### config.mk
export PLATFORM = sky130hd
export DESIGN_NAME = bcd_mod_counter
export DESIGN_NICKNAME = d
export VERILOG_FILES = /design/src/rtl/bcd_mod_counter.sv
export SDC_FILE = /design/constraint.sdc
export NUM_CORES = 1
export LEC_CHECK = 0
export ABC_AREA = 0
export CORE_ASPECT_RATIO = 0.7
export CORE_MARGIN = 4
export CORE_UTILIZATION = 48
export DETAILED_ROUTE_END_ITERATION = 16
export HOLD_SLACK_MARGIN = 0.05
export PLACE_DENSITY = 0.82
export SLEW_MARGIN = 20
export SYNTH_ARGS = -nofsm -noshare
export SYNTH_HDL_FRONTEND = slang
export SYNTH_SLANG_ARGS = --single-unit
### constraint.sdc
create_clock -name clk -period 2.15 [get_ports clk]
set_input_delay 0.645 -clock clk [delete_from_list [all_inputs] [get_ports clk]]
set_output_delay 0.645 -clock clk [all_outputs]
set_load 0.005 [all_outputs]
### src/rtl/bcd_mod_counter.sv
// Two-digit BCD up/down counter, modulo MODULO, with prescaled enable,
// synchronous clear and a range-checked parallel load. The digits always
// hold legal BCD codes and a value below MODULO, so a downstream
// BCD-to-decimal decoder always sees exactly one valid code.
module bcd_mod_counter #(
  parameter int MODULO   = 100,
  parameter int PRESCALE = 1
) (
  input  logic       clk,
  input  logic       rst_n,
  input  logic       en,
  input  logic       up,
  input  logic       clr,
  input  logic       load,
  input  logic [3:0] ld_tens,
  input  logic [3:0] ld_ones,
  output logic [3:0] tens,
  output logic [3:0] ones,
  output logic       step,
  output logic       tc,
  output logic       ld_err
);

  // Prescaler width; PRESCALE=1 still gets a 1-bit register that stays 0.
  localparam int PW = (PRESCALE > 1) ? $clog2(PRESCALE) : 1;
  localparam logic [PW-1:0] PRE_LAST = PW'(PRESCALE - 1);

  // Digits of the top count value (MODULO-1), fixed at elaboration.
  localparam logic [3:0] MAX_T = 4'((MODULO - 1) / 10);
  localparam logic [3:0] MAX_O = 4'((MODULO - 1) % 10);

  logic [3:0]    tens_q, tens_d;
  logic [3:0]    ones_q, ones_d;
  logic [PW-1:0] pre_q, pre_d;
  logic          step_q, step_d;
  logic          tc_q, tc_d;
  logic          err_q, err_d;
  logic [8:0]    nxt;

  // One decimal step with per-digit carry/borrow; returns {wrap, tens, ones}.
  function automatic logic [8:0] bcd_next(input logic [3:0] t, input logic [3:0] o,
                                          input logic dir);
    logic [8:0] r;
    r = {1'b0, t, o};
    if (dir) begin
      if (t == MAX_T && o == MAX_O) r = {1'b1, 4'd0, 4'd0};
      else if (o == 4'd9)           r = {1'b0, t + 4'd1, 4'd0};
      else                          r = {1'b0, t, o + 4'd1};
    end else begin
      if (t == 4'd0 && o == 4'd0)   r = {1'b1, MAX_T, MAX_O};
      else if (o == 4'd0)           r = {1'b0, t - 4'd1, 4'd9};
      else                          r = {1'b0, t, o - 4'd1};
    end
    return r;
  endfunction

  // A load is legal only if both digits are BCD and the value is below MODULO,
  // compared digit-wise against the MODULO-1 constants.
  function automatic logic load_ok(input logic [3:0] t, input logic [3:0] o);
    logic ok;
    ok = (t <= 4'd9) && (o <= 4'd9) &&
         ((t < MAX_T) || (t == MAX_T && o <= MAX_O));
    return ok;
  endfunction

  assign nxt = bcd_next(tens_q, ones_q, up);

  // Next-state: clr over load over count step over hold.
  always_comb begin
    tens_d = tens_q;
    ones_d = ones_q;
    pre_d  = pre_q;
    step_d = 1'b0;
    tc_d   = 1'b0;
    err_d  = 1'b0;
    if (clr) begin
      tens_d = 4'd0;
      ones_d = 4'd0;
      pre_d  = '0;
    end else if (load) begin
      if (load_ok(ld_tens, ld_ones)) begin
        tens_d = ld_tens;
        ones_d = ld_ones;
        pre_d  = '0;
      end else begin
        err_d  = 1'b1;
      end
    end else if (en) begin
      if (pre_q == PRE_LAST) begin
        pre_d  = '0;
        step_d = 1'b1;
        tc_d   = nxt[8];
        tens_d = nxt[7:4];
        ones_d = nxt[3:0];
      end else begin
        pre_d  = pre_q + PW'(1);
      end
    end
  end

  // State and strobe registers with asynchronous reset.
  always_ff @(posedge clk or negedge rst_n) begin
    if (!rst_n) begin
      tens_q <= 4'd0;
      ones_q <= 4'd0;
      pre_q  <= '0;
      step_q <= 1'b0;
      tc_q   <= 1'b0;
      err_q  <= 1'b0;
    end else begin
      tens_q <= tens_d;
      ones_q <= ones_d;
      pre_q  <= pre_d;
      step_q <= step_d;
      tc_q   <= tc_d;
      err_q  <= err_d;
    end
  end

  assign tens   = tens_q;
  assign ones   = ones_q;
  assign step   = step_q;
  assign tc     = tc_q;
  assign ld_err = err_q;

endmodule

==> out/qor.log <==
INFO  clock_network  tritoncts=yes
INFO  setup_path     cp.buffers_inverters=1
INFO  logic_synthesis post_synth_main_area_contributors=sky130_fd_sc_hd__dfrtp_1 (28%), sky130_fd_sc_hd__ha_1 (10%), sky130_fd_sc_hd__o31ai_1 (3.8%), sky130_fd_sc_hd__o21ai_0 (3.5%), sky130_fd_sc_hd__nor2_1 (3.4%)
INFO  setup_path     cp_num_cells=1
INFO  floorplan      num_io_pins=25
INFO  floorplan      rows=13
INFO  grt            grt_start_max_net_pins=17
INFO  logic_synthesis synth.top_cells.by_count=sky130_fd_sc_hd__dfrtp_1 (11), sky130_fd_sc_hd__nor2_1 (9), sky130_fd_sc_hd__ha_1 (8), sky130_fd_sc_hd__inv_1 (8)
INFO  setup_path     crit_slowest_cell=sky130_fd_sc_hd__clkdlybuf4s50_1
INFO  power          p_total=716µW
INFO  logic_synthesis postSynthRegisterBits=11
INFO  logic_synthesis syn-num-nets=138
INFO  drt            num_vias=1037
INFO  drt            dr.pass1.iters=4
INFO  logic_synthesis synth.yosys.seq_area_share=0.277
INFO  logic_synthesis yosysTopAreaCell=sky130_fd_sc_hd__dfrtp_1
INFO  power          p_per_area=517nW/µm²
INFO  drt            initialDrtViolationCount=44
INFO  setup_path     worstSetupStartpointType=flip-flop
INFO  drt            avgViaCountPerCell=5.93
INFO  floorplan      fp.dieArea=2870µm²
INFO  setup_path     endpoint=ones[3]
INFO  sta            fin_tns_setup=0ns
INFO  setup_path     crit_path_max_fanout=13
INFO  place          gp_routability_congestion=0.859
INFO  cells_and_area final_net_count=176
INFO  sta            grt_setup_unrepaired=false
INFO  logic_synthesis synthMostInstantiatedCell=sky130_fd_sc_hd__dfrtp_1
INFO  cells_and_area drive_gt1_frac=0.190
INFO  logic_synthesis synth-async-reset-ratio=1.00
INFO  floorplan      starting_density_of_the_core=0.522
INFO  floorplan      area_of_the_core=1900µm²
INFO  power          static-leakage-power=0.000584µW
INFO  setup_path     critical_path_cell_by_cell=clkdlybuf4s50_1
INFO  place          post-dp-hpwl=2220µm
INFO  floorplan      die_h=46.1µm
INFO  logic_synthesis synth_cell_types=37
INFO  sta            max-slew-margin-rel=0.627
INFO  drt            drc_errors=0
INFO  setup_path     critical_path_required=1.50ns
INFO  setup_path     reg2reg_depth=6
INFO  place          dpl-instance-area=1360µm²
INFO  setup_path     critical_path.startpoint=ones[3]
INFO  clock_network  buffer_type_at_the_clock_tree_root=sky130_fd_sc_hd__clkbuf_4
INFO  sta            finalWorstPathRequiredPeriod=2.06ns
INFO  drt            ant_nets=0
INFO  grt            grt_pass1_vias=926
INFO  clock_network  numClockSinks=11
INFO  clock_network  cts_post_setup_buffers_inserted=0
INFO  cells_and_area layout_stage_area_growth_over_the_synthesis_result=39.5%
INFO  setup_path     worst_path_largest_cell_delay=0.58ns
INFO  setup_path     regToRegStartpoint=ones[0]
INFO  sta            min_period_over_period=0.960
INFO  cells_and_area antennaDiodeCount=0
INFO  logic_synthesis syn-cell-area=993µm²
INFO  cells_and_area final_cell_area=1390µm²
INFO  sta            finalClockSkew=0.00992ns
INFO  sta            timing.final.hold_violations=0
INFO  drt            routed_wl=2790µm
INFO  flow_run       maxcap_violations=0
INFO  logic_synthesis syn_area_per_cell=8.56µm²
INFO  outcome        run_status=complete, no violations
INFO  logic_synthesis yosysWarningCount=0
INFO  setup_path     r2r-end=tens[3]
INFO  clock_network  maximum_level_of_the_cts_h_tree=1
INFO  cells_and_area final_core_util=0.728
INFO  grt            globalRouteOverflowTotal=0
INFO  clock_network  clk_pin_slew_worst_paths=0.08ns
INFO  power          peakVddDrop=0.000443V
INFO  place          portBuffers=24
INFO  sta            hold_slack=0.613ns
INFO  sta            setup-violations-final=0
INFO  clock_network  cts_made_buffers=3
INFO  grt            grt_pass1_wl=4420µm
INFO  logic_synthesis yosys_most_used_dff=sky130_fd_sc_hd__dfrtp_1
INFO  setup_path     cp_top_delay_family=buffers and inverters
INFO  setup_path     arrival_time_reported_for_the_critical_path_endpoint=1.42ns
INFO  worst_hold_path hp_class=reg -> reg
INFO  sta            worst_slew_pin_tran=0.558ns
INFO  logic_synthesis postSynthCellCount=116
INFO  clock_network  max-clock-path-buffers=2
INFO  floorplan      chipWidth=62.4µm
INFO  sta            finalMaxSlewViolations=0
INFO  setup_path     setup.worst_path.class=reg -> out
INFO  worst_hold_path hold_depth=2
INFO  logic_synthesis synth_largest_type_area_fraction=0.277
INFO  grt            antenna_violations_before_repair=0
INFO  setup_path     critPathCaptureType=primary output
INFO  sta            max_frequency=484MHz
INFO  logic_synthesis number_of_enable_flip_flop_cells_after_synthesis=0
INFO  setup_path     worst-r2r-setup-slack=0.09ns
INFO  drt            route.detailed.wl_per_inst=15.9µm
INFO  grt            grtUsageTotal=0.202
INFO  clock_network  insertion_delay=0.28ns
-- what timing repair did --
action / CTS / global route
pin swaps: 0 / 0
endpoints found under the setup margin: 1 / 3
endpoints found under the hold margin: 0 / 0
hold buffers: 0 / 0
resized for setup: 1 / 3
-- worst min path at each step --
stage,from,to
final,tens[3],tens[3]
after global routing,tens[1],tens[1]
after CTS,tens[3],tens[3]
after detailed placement,tens[3],tens[3]
after global placement,tens[3],tens[3]
after floorplan,rst_n,ld_err
-- where the power goes --
part | internal (µW) | switching [µW] | total [µW]
Sequential | 225 | 34.7 | 260
Combinational | 165 | 142 | 307
Clock | 71.9 | 77.0 | 149
-- final cells by class --
| cell class | count | area (µm²) |
|---|---|---|
| Multi-Input combinational cell | 89 | 661 |
| Fill cell | 155 | 517 |
| Inverter | 8 | 30.0 |
| Timing Repair Buffer | 41 | 367 |
| Sequential cell | 11 | 275 |
| Clock buffer | 4 | 26.3 |
| Tap cell | 22 | 27.5 |
-- stage by stage --
stage | cells | setup WS (ns)
final | 175 | 0.0857
after global routing | 175 | 0.00653
after CTS | 175 | 0.0515
after detailed placement | 171 | -0.319
after global placement | 171 | -0.252
after floorplan | 116 | 0.143
-- tightest hold or removal path: stages, from the launching register on --
cell,delay (ns)
sky130_fd_sc_hd__dfrtp_1,0.44
sky130_fd_sc_hd__nand2_1,0.09
sky130_fd_sc_hd__o41ai_2,0.05
-- kinds of logic (layout without fill, tap and decap cells) --
group / after synthesis / in the layout / synth area share
flip-flops: 11 / 11 / 0.277
buffers and inverters: 16 / 53 / 0.0630
XOR/XNOR: 2 / 2 / 0.0176
multiplexers: 3 / 3 / 0.0302
adder cells (fa/ha/maj): 8 / 8 / 0.101
AO/OA/AOI/OAI: 34 / 34 / 0.272
AND/OR/NAND/NOR: 42 / 42 / 0.239
-- cells in the final DEF, fill, tap and decap left out, types with 2 or more instances in the layout --
cell type	Yosys	routed
sky130_fd_sc_hd__nor3_1	4	4
sky130_fd_sc_hd__clkbuf_4	0	3
sky130_fd_sc_hd__o31ai_1	5	5
sky130_fd_sc_hd__dfrtp_1	11	11
sky130_fd_sc_hd__mux2i_1	3	3
sky130_fd_sc_hd__a31oi_1	4	4
sky130_fd_sc_hd__nor2_1	9	9
sky130_fd_sc_hd__a22o_1	3	3
sky130_fd_sc_hd__o21ai_0	7	7
sky130_fd_sc_hd__xnor2_1	2	2
sky130_fd_sc_hd__nand2_1	7	7
sky130_fd_sc_hd__inv_1	8	7
sky130_fd_sc_hd__buf_4	0	17
sky130_fd_sc_hd__nand2b_1	5	5
sky130_fd_sc_hd__clkdlybuf4s50_1	0	23
sky130_fd_sc_hd__ha_1	8	7
sky130_fd_sc_hd__nand3_1	5	5
sky130_fd_sc_hd__a211oi_1	4	4
sky130_fd_sc_hd__a21oi_1	3	3
-- per-layer routing --
layer	global-route usage	vias up	routed length (µm)	share of wire
li1	-	499	-	-
met1	0.268	493	1280	0.46
met2	0.337	43	1260	0.45
met3	0.0634	2	245	0.088
met4	0.0254	0	4	0.0014
met5	0	-	0	0
-- state kept, by name, indices dropped and copies added, names as in the netlist --
name    cells
tc          1
ld_err      1
step        1
ones        4
tens        4
(Power assumes the default switching activity.)
